File: config.mk
export PLATFORM = sky130hd
export DESIGN_NAME = mem_stage_lsu
export DESIGN_NICKNAME = d
export VERILOG_FILES = /design/src/rtl/mem_stage_lsu.sv
export SDC_FILE = /design/constraint.sdc
export NUM_CORES = 1
export LEC_CHECK = 0
export ABC_AREA = 1
export BUFFER_PORTS_ARGS = -buffer_cell sky130_fd_sc_hd__buf_2
export CORE_UTILIZATION = 40
export CTS_CLUSTER_SIZE = 14
export DETAILED_ROUTE_END_ITERATION = 12
export GPL_ROUTABILITY_DRIVEN = 0
export PLACE_DENSITY_LB_ADDON = 0.3
export SYNTH_ARGS = -nofsm -noshare
export SYNTH_HDL_FRONTEND = slang
export SYNTH_SLANG_ARGS = --single-unit
File: constraint.sdc
create_clock -name clk -period 9.15 [get_ports clk]
set_input_delay 1.3725 -clock clk [delete_from_list [all_inputs] [get_ports clk]]
set_output_delay 1.3725 -clock clk [all_outputs]
set_load 0.005 [all_outputs]
File: src/rtl/mem_stage_lsu.sv
// MEM-stage load/store unit: issues aligned doubleword accesses with byte enables,
// holds the request stable while waiting, and registers the MEM/WB results.
module mem_stage_lsu #(
    parameter int TIMEOUT_CYCLES = 255
) (
    input  logic        clk,
    input  logic        reset,
    input  logic        valid_mem,
    input  logic [63:0] alu_result_mem,
    input  logic [63:0] Db_mem,
    input  logic [3:0]  xfer_size_mem,
    input  logic        MemtoReg_mem,
    input  logic        MemWrite_mem,
    input  logic        RegWrite_mem,
    input  logic [4:0]  Rd_mem,
    output logic        dmem_req,
    output logic        dmem_we,
    output logic [63:0] dmem_addr,
    output logic [63:0] dmem_wdata,
    output logic [7:0]  dmem_be,
    input  logic        dmem_ready,
    input  logic [63:0] dmem_rdata,
    output logic        stall,
    output logic        wb_valid,
    output logic [63:0] wb_data,
    output logic [4:0]  wb_Rd,
    output logic        wb_RegWrite,
    output logic        misalign_err,
    output logic        bus_err,
    output logic        dbg_state
);
    localparam int CW = (TIMEOUT_CYCLES < 2) ? 1 : $clog2(TIMEOUT_CYCLES);
    localparam logic [CW-1:0] CNT_LAST = CW'(TIMEOUT_CYCLES - 1);

    typedef enum logic {S_IDLE = 1'b0, S_WAIT = 1'b1} state_t;

    function automatic logic [7:0] lane_be(input logic [3:0] size, input logic [2:0] off);
        logic [7:0] m;
        case (size)
            4'd1:    m = 8'h01;
            4'd2:    m = 8'h03;
            4'd4:    m = 8'h0F;
            4'd8:    m = 8'hFF;
            default: m = 8'h00;
        endcase
        return m << off;
    endfunction

    function automatic logic [63:0] lane_wdata(input logic [3:0] size, input logic [63:0] d);
        logic [63:0] r;
        case (size)
            4'd1:    r = {8{d[7:0]}};
            4'd2:    r = {4{d[15:0]}};
            4'd4:    r = {2{d[31:0]}};
            default: r = d;
        endcase
        return r;
    endfunction

    function automatic logic [63:0] load_align(input logic [63:0] rdata, input logic [2:0] off,
                                               input logic [3:0] size);
        logic [63:0] s;
        logic [63:0] r;
        s = rdata >> {off, 3'b000};
        case (size)
            4'd1:    r = {56'd0, s[7:0]};
            4'd2:    r = {48'd0, s[15:0]};
            4'd4:    r = {32'd0, s[31:0]};
            default: r = s;
        endcase
        return r;
    endfunction

    state_t        r_state;
    logic [CW-1:0] r_cnt;
    logic [63:0]   r_addr;
    logic [63:0]   r_wdata;
    logic [7:0]    r_be;
    logic [3:0]    r_size;
    logic          r_load;
    logic [4:0]    r_rd;
    logic          r_regwrite;

    logic        w_in_wait;
    logic        w_mem_op;
    logic        w_size_ok;
    logic [2:0]  w_size_m1;
    logic        w_legal;
    logic        w_issue;
    logic [2:0]  w_cur_off;
    logic [3:0]  w_cur_size;
    logic [63:0] w_ld_data;

    assign w_in_wait  = (r_state == S_WAIT);
    assign w_mem_op   = valid_mem & (MemtoReg_mem | MemWrite_mem);
    assign w_size_ok  = (xfer_size_mem == 4'd1) | (xfer_size_mem == 4'd2) |
                        (xfer_size_mem == 4'd4) | (xfer_size_mem == 4'd8);
    // size-1 on the low 3 bits gives the alignment mask (size 8 wraps to 3'b111)
    assign w_size_m1  = xfer_size_mem[2:0] - 3'd1;
    assign w_legal    = w_size_ok & ((alu_result_mem[2:0] & w_size_m1) == 3'd0);
    assign w_issue    = !w_in_wait & w_mem_op & w_legal;
    assign w_cur_off  = w_in_wait ? r_addr[2:0] : alu_result_mem[2:0];
    assign w_cur_size = w_in_wait ? r_size : xfer_size_mem;
    assign w_ld_data  = load_align(dmem_rdata, w_cur_off, w_cur_size);
    assign dbg_state  = w_in_wait;

    // Reset gates the port so a held request disappears the instant reset rises.
    always_comb begin
        dmem_req   = 1'b0;
        dmem_we    = 1'b0;
        dmem_addr  = 64'd0;
        dmem_wdata = 64'd0;
        dmem_be    = 8'd0;
        stall      = 1'b0;
        if (!reset) begin
            if (w_in_wait) begin
                dmem_req   = 1'b1;
                dmem_we    = !r_load;
                dmem_addr  = {r_addr[63:3], 3'b000};
                dmem_wdata = r_wdata;
                dmem_be    = r_be;
                stall      = !dmem_ready;
            end else if (w_issue) begin
                dmem_req   = 1'b1;
                dmem_we    = !MemtoReg_mem;
                dmem_addr  = {alu_result_mem[63:3], 3'b000};
                dmem_wdata = lane_wdata(xfer_size_mem, Db_mem);
                dmem_be    = lane_be(xfer_size_mem, alu_result_mem[2:0]);
                stall      = !dmem_ready;
            end
        end
    end

    always_ff @(posedge clk or posedge reset) begin
        if (reset) begin
            r_state      <= S_IDLE;
            r_cnt        <= '0;
            r_addr       <= 64'd0;
            r_wdata      <= 64'd0;
            r_be         <= 8'd0;
            r_size       <= 4'd0;
            r_load       <= 1'b0;
            r_rd         <= 5'd0;
            r_regwrite   <= 1'b0;
            wb_valid     <= 1'b0;
            wb_data      <= 64'd0;
            wb_Rd        <= 5'd0;
            wb_RegWrite  <= 1'b0;
            misalign_err <= 1'b0;
            bus_err      <= 1'b0;
        end else begin
            misalign_err <= 1'b0;
            bus_err      <= 1'b0;
            if (!w_in_wait) begin
                if (!valid_mem) begin
                    wb_valid    <= 1'b0;
                    wb_RegWrite <= 1'b0;
                end else if (!w_mem_op) begin
                    wb_valid    <= 1'b1;
                    wb_data     <= alu_result_mem;
                    wb_Rd       <= Rd_mem;
                    wb_RegWrite <= RegWrite_mem;
                end else if (!w_legal) begin
                    wb_valid     <= 1'b1;
                    wb_data      <= alu_result_mem;
                    wb_Rd        <= Rd_mem;
                    wb_RegWrite  <= 1'b0;
                    misalign_err <= 1'b1;
                end else begin
                    r_addr     <= alu_result_mem;
                    r_wdata    <= lane_wdata(xfer_size_mem, Db_mem);
                    r_be       <= lane_be(xfer_size_mem, alu_result_mem[2:0]);
                    r_size     <= xfer_size_mem;
                    r_load     <= MemtoReg_mem;
                    r_rd       <= Rd_mem;
                    r_regwrite <= RegWrite_mem;
                    r_cnt      <= '0;
                    if (dmem_ready) begin
                        wb_valid    <= 1'b1;
                        wb_data     <= MemtoReg_mem ? w_ld_data : alu_result_mem;
                        wb_Rd       <= Rd_mem;
                        wb_RegWrite <= RegWrite_mem & MemtoReg_mem;
                    end else begin
                        r_state     <= S_WAIT;
                        wb_valid    <= 1'b0;
                        wb_RegWrite <= 1'b0;
                    end
                end
            end else begin
                if (dmem_ready) begin
                    wb_valid    <= 1'b1;
                    wb_data     <= r_load ? w_ld_data : r_addr;
                    wb_Rd       <= r_rd;
                    wb_RegWrite <= r_regwrite & r_load;
                    r_state     <= S_IDLE;
                    r_cnt       <= '0;
                end else if (r_cnt == CNT_LAST) begin
                    bus_err     <= 1'b1;
                    wb_valid    <= 1'b1;
                    wb_data     <= r_addr;
                    wb_Rd       <= r_rd;
                    wb_RegWrite <= 1'b0;
                    r_state     <= S_IDLE;
                    r_cnt       <= '0;
                end else begin
                    r_cnt       <= r_cnt + CW'(1);
                    wb_valid    <= 1'b0;
                    wb_RegWrite <= 1'b0;
                end
            end
        end
    end
endmodule

==> results.json <==
{
  "outcome": "completed",
  "cp-endpoint": "dmem_wdata[13]",
  "clock_latency_ns": 0.56,
  "port_buffers": 417,
  "yosysSeqAreaShare_pct": 36.3,
  "wl_um": 62000,
  "root_buffer": "clkbuf_16",
  "holdBufCountCts": 0,
  "first_iter_violations": 1903,
  "clk_pin_slew_ns": 0.06,
  "synth_seq_cells": 229,
  "end_kind": "primary output",
  "post_drt_wl_per_cell_um": 18.2,
  "drc": 0,
  "synth_edf_count": 0,
  "finalHoldViolations": 0,
  "leakagePower_nw": 10.3,
  "post-synth-top-count-cell": "nand2_1",
  "dieArea_um2": 40200,
  "ff2ff_path_depth": 12,
  "cp_data_arrival_time_ns": 4.67,
  "dp.final_hpwl_um": 44700,
  "path_delay_family": "buffers and inverters",
  "start_kind": "primary input",
  "postCtsSetupBuffers": 0,
  "synth_area_leaders": "dfrtp_1 36%, nand2_1 21%, nor2_1 9.5%",
  "die_h_um": 201,
  "final_cells": 3402,
  "setup_viol": 0,
  "synth_warnings": 0,
  "ys.flop_type": "dfrtp_1",
  "power_switching_w": 0.00112,
  "cts_made_buffers": 27,
  "fin_nets": 3073,
  "post-place-ws_ns": 3.16,
  "clk_path_buf_depth": 3,
  "crit_path_max_fanout": 64,
  "fin_setup_tns_ns": 0,
  "total_power_w": 0.00333,
  "rr_endpoint": "wb_data[21]",
  "firstDrtPassIters": 7,
  "cts_sinks": 229,
  "power.density_nw_per_um2": 177,
  "synthCells": 2552,
  "dp.cells": 3348,
  "synthTopCellsByCount": "867 x nand2_1, 400 x nor2_1, 295 x nand3_1, 229 x dfrtp_1, 203 x a21oi_1",
  "grt_max_degree": 105,
  "critPathMaxStageDelay_ns": 0.84,
  "core_region_area_um2": 38700,
  "viasPerCell": 5.40,
  "area_growth_syn_to_layout_pct": 19.2,
  "ys_types": 34,
  "slew_viol_final": 0,
  "async_reset_ff_share_pct": 100,
  "finalCritPeriodShare_pct": 66.1,
  "grt_pass1_wl_um": 95100,
  "rows": 72,
  "cts_resized": 0,
  "critPathSlowestCell": "clkinv_2",
  "startpoint": "xfer_size_mem[0]",
  "cap_violations": 0,
  "cp_num_cells": 13,
  "critPathBufInv": 5,
  "drive_above_1_share_pct": 17.6,
  "start_util_pct": 40.7,
  "pin_count": 421,
  "setup_slack_ns": 3.11,
  "netlist_area_um2": 15800,
  "antenna_found_initial": 12,
  "tritoncts": "built",
  "p_int_w": 0.00220,
  "seq_power_share_pct": 43.3,
  "synth_area_leader_cell": "dfrtp_1",
  "synth.avg_cell_area_um2": 6.18,
  "vias": 18400,
  "antenna_left": 0,
  "clock_skew_ns": 0.0267,
  "die_width_um": 201,
  "irDropWorstVdd_v": 0.000136,
  "switching_share_pct": 33.7,
  "critPathKind": "primary input to primary output",
  "rsz0062_at_grt": "no",
  "groute.usage.overall_pct": 29.7,
  "pwr-share-clk_pct": 33.0,
  "cp.required_ns": 7.78,
  "h-tree-depth": 1,
  "grt_pass1_vias": 16800,
  "slew_headroom_pct": 11.9,
  "postLayoutCoreUtil_pct": 48.5,
  "hp-class": "flip-flop to flip-flop",
  "tightest_slew_ns": 1.32,
  "fmax_ghz": 0.165,
  "crit_chain": "buf_2, inv_1, ha_1, o21ai_4, nand3_4, nand3_4, clkinv_2, buf_4, nand2_1, a21oi_1, a21oi_1, nor2_1, buf_2",
  "r2r_setup_slack_ns": 4.34,
  "pwr-share-comb_pct": 23.7,
  "overflow": 0,
  "r2r-start": "dbg_state",
  "period_needed_ns": 6.04,
  "synth_top_area_share_pct": 36.3
}
registers in the layout, indices dropped and copies added (netlist names):
name          cells
dbg_state         1
wb_valid          1
r_load            1
r_be              8
r_size            4
r_regwrite        1
r_cnt             8
wb_Rd             5
r_rd              5
wb_RegWrite       1
wb_data          64
r_wdata          64
misalign_err      1
r_addr           64
bus_err           1
cell usage in the layout, fill, tap and decap left out, drive strengths merged, types with 2 or more instances in the layout:
master  netlist  routed
nand2       871     871
nor3         12      12
o41ai         2       2
ha            6       6
nor2        408     408
and2          2       2
diode         0       7
xor2          2       2
o22ai        25      25
o21ai        82      82
a31oi         6       6
clkinv        8      14
nand4         6       6
bufinv        0       3
conb          1       3
buf         101     435
a21oi       203     203
dfrtp       229     229
o211ai       17      17
nand3       299     299
clkbuf       58      38
a21o          9       9
inv         204     203
how the worst min path moves through the flow:
stage | slack, ns | startpoint | cells after the start | to
global placement | 0.46 | wb_data[14] | 2 | wb_data[14]
floorplan | 0.45 | r_rd[0] | 2 | r_rd[0]
global route | 0.49 | r_addr[61] | 2 | r_addr[61]
CTS | 0.48 | r_wdata[9] | 1 | r_wdata[9]
finish | 0.48 | r_wdata[9] | 1 | r_wdata[9]
detailed placement | 0.46 | r_addr[25] | 2 | r_addr[25]
stage by stage:
stage / hold slack [ns] / instance area [um^2]
final: 0.478 / 18800
after global routing: 0.491 / 18800
after CTS: 0.481 / 18800
after detailed placement: 0.465 / 17900
after global placement: 0.460 / 17900
after floorplan: 0.449 / 15800
logic make-up after synthesis:
logic type | share of synthesized area, %
AO/OA/AOI/OAI | 11.8
flip-flops | 36.3
other | 0.0238
AND/OR/NAND/NOR | 41.1
adder cells (fa/ha/maj) | 0.476
buffers and inverters | 10.1
XOR/XNOR | 0.111
layout make-up:
type	count	area [um^2]
diodes	7	17.5
clock buffers	38	757
clock inverters	9	123
fillers	4065	20000
inverters	212	810
multi-input cells	1954	8470
flip-flops and latches	229	5730
well taps	518	648
repair buffers	435	2220
routing by layer:
metal,vias to the layer above,track usage [%],routed length [um]
li1,8714,-,-
met1,8542,40.2,25800
met2,948,45.4,27200
met3,165,6.09,6060
met4,6,14.2,2950
met5,-,0,34
power by group through the flow:
stage	Combinational, W	Sequential, W	Clock [W]
after floorplan	0.000515	0.00140	0
after global placement	0.000767	0.00144	0
after detailed placement	0.000778	0.00145	0
after CTS	0.000782	0.00143	0.00111
after global routing	0.000884	0.00147	0.00115
final	0.000788	0.00144	0.00110
(Power assumes the default switching activity.)
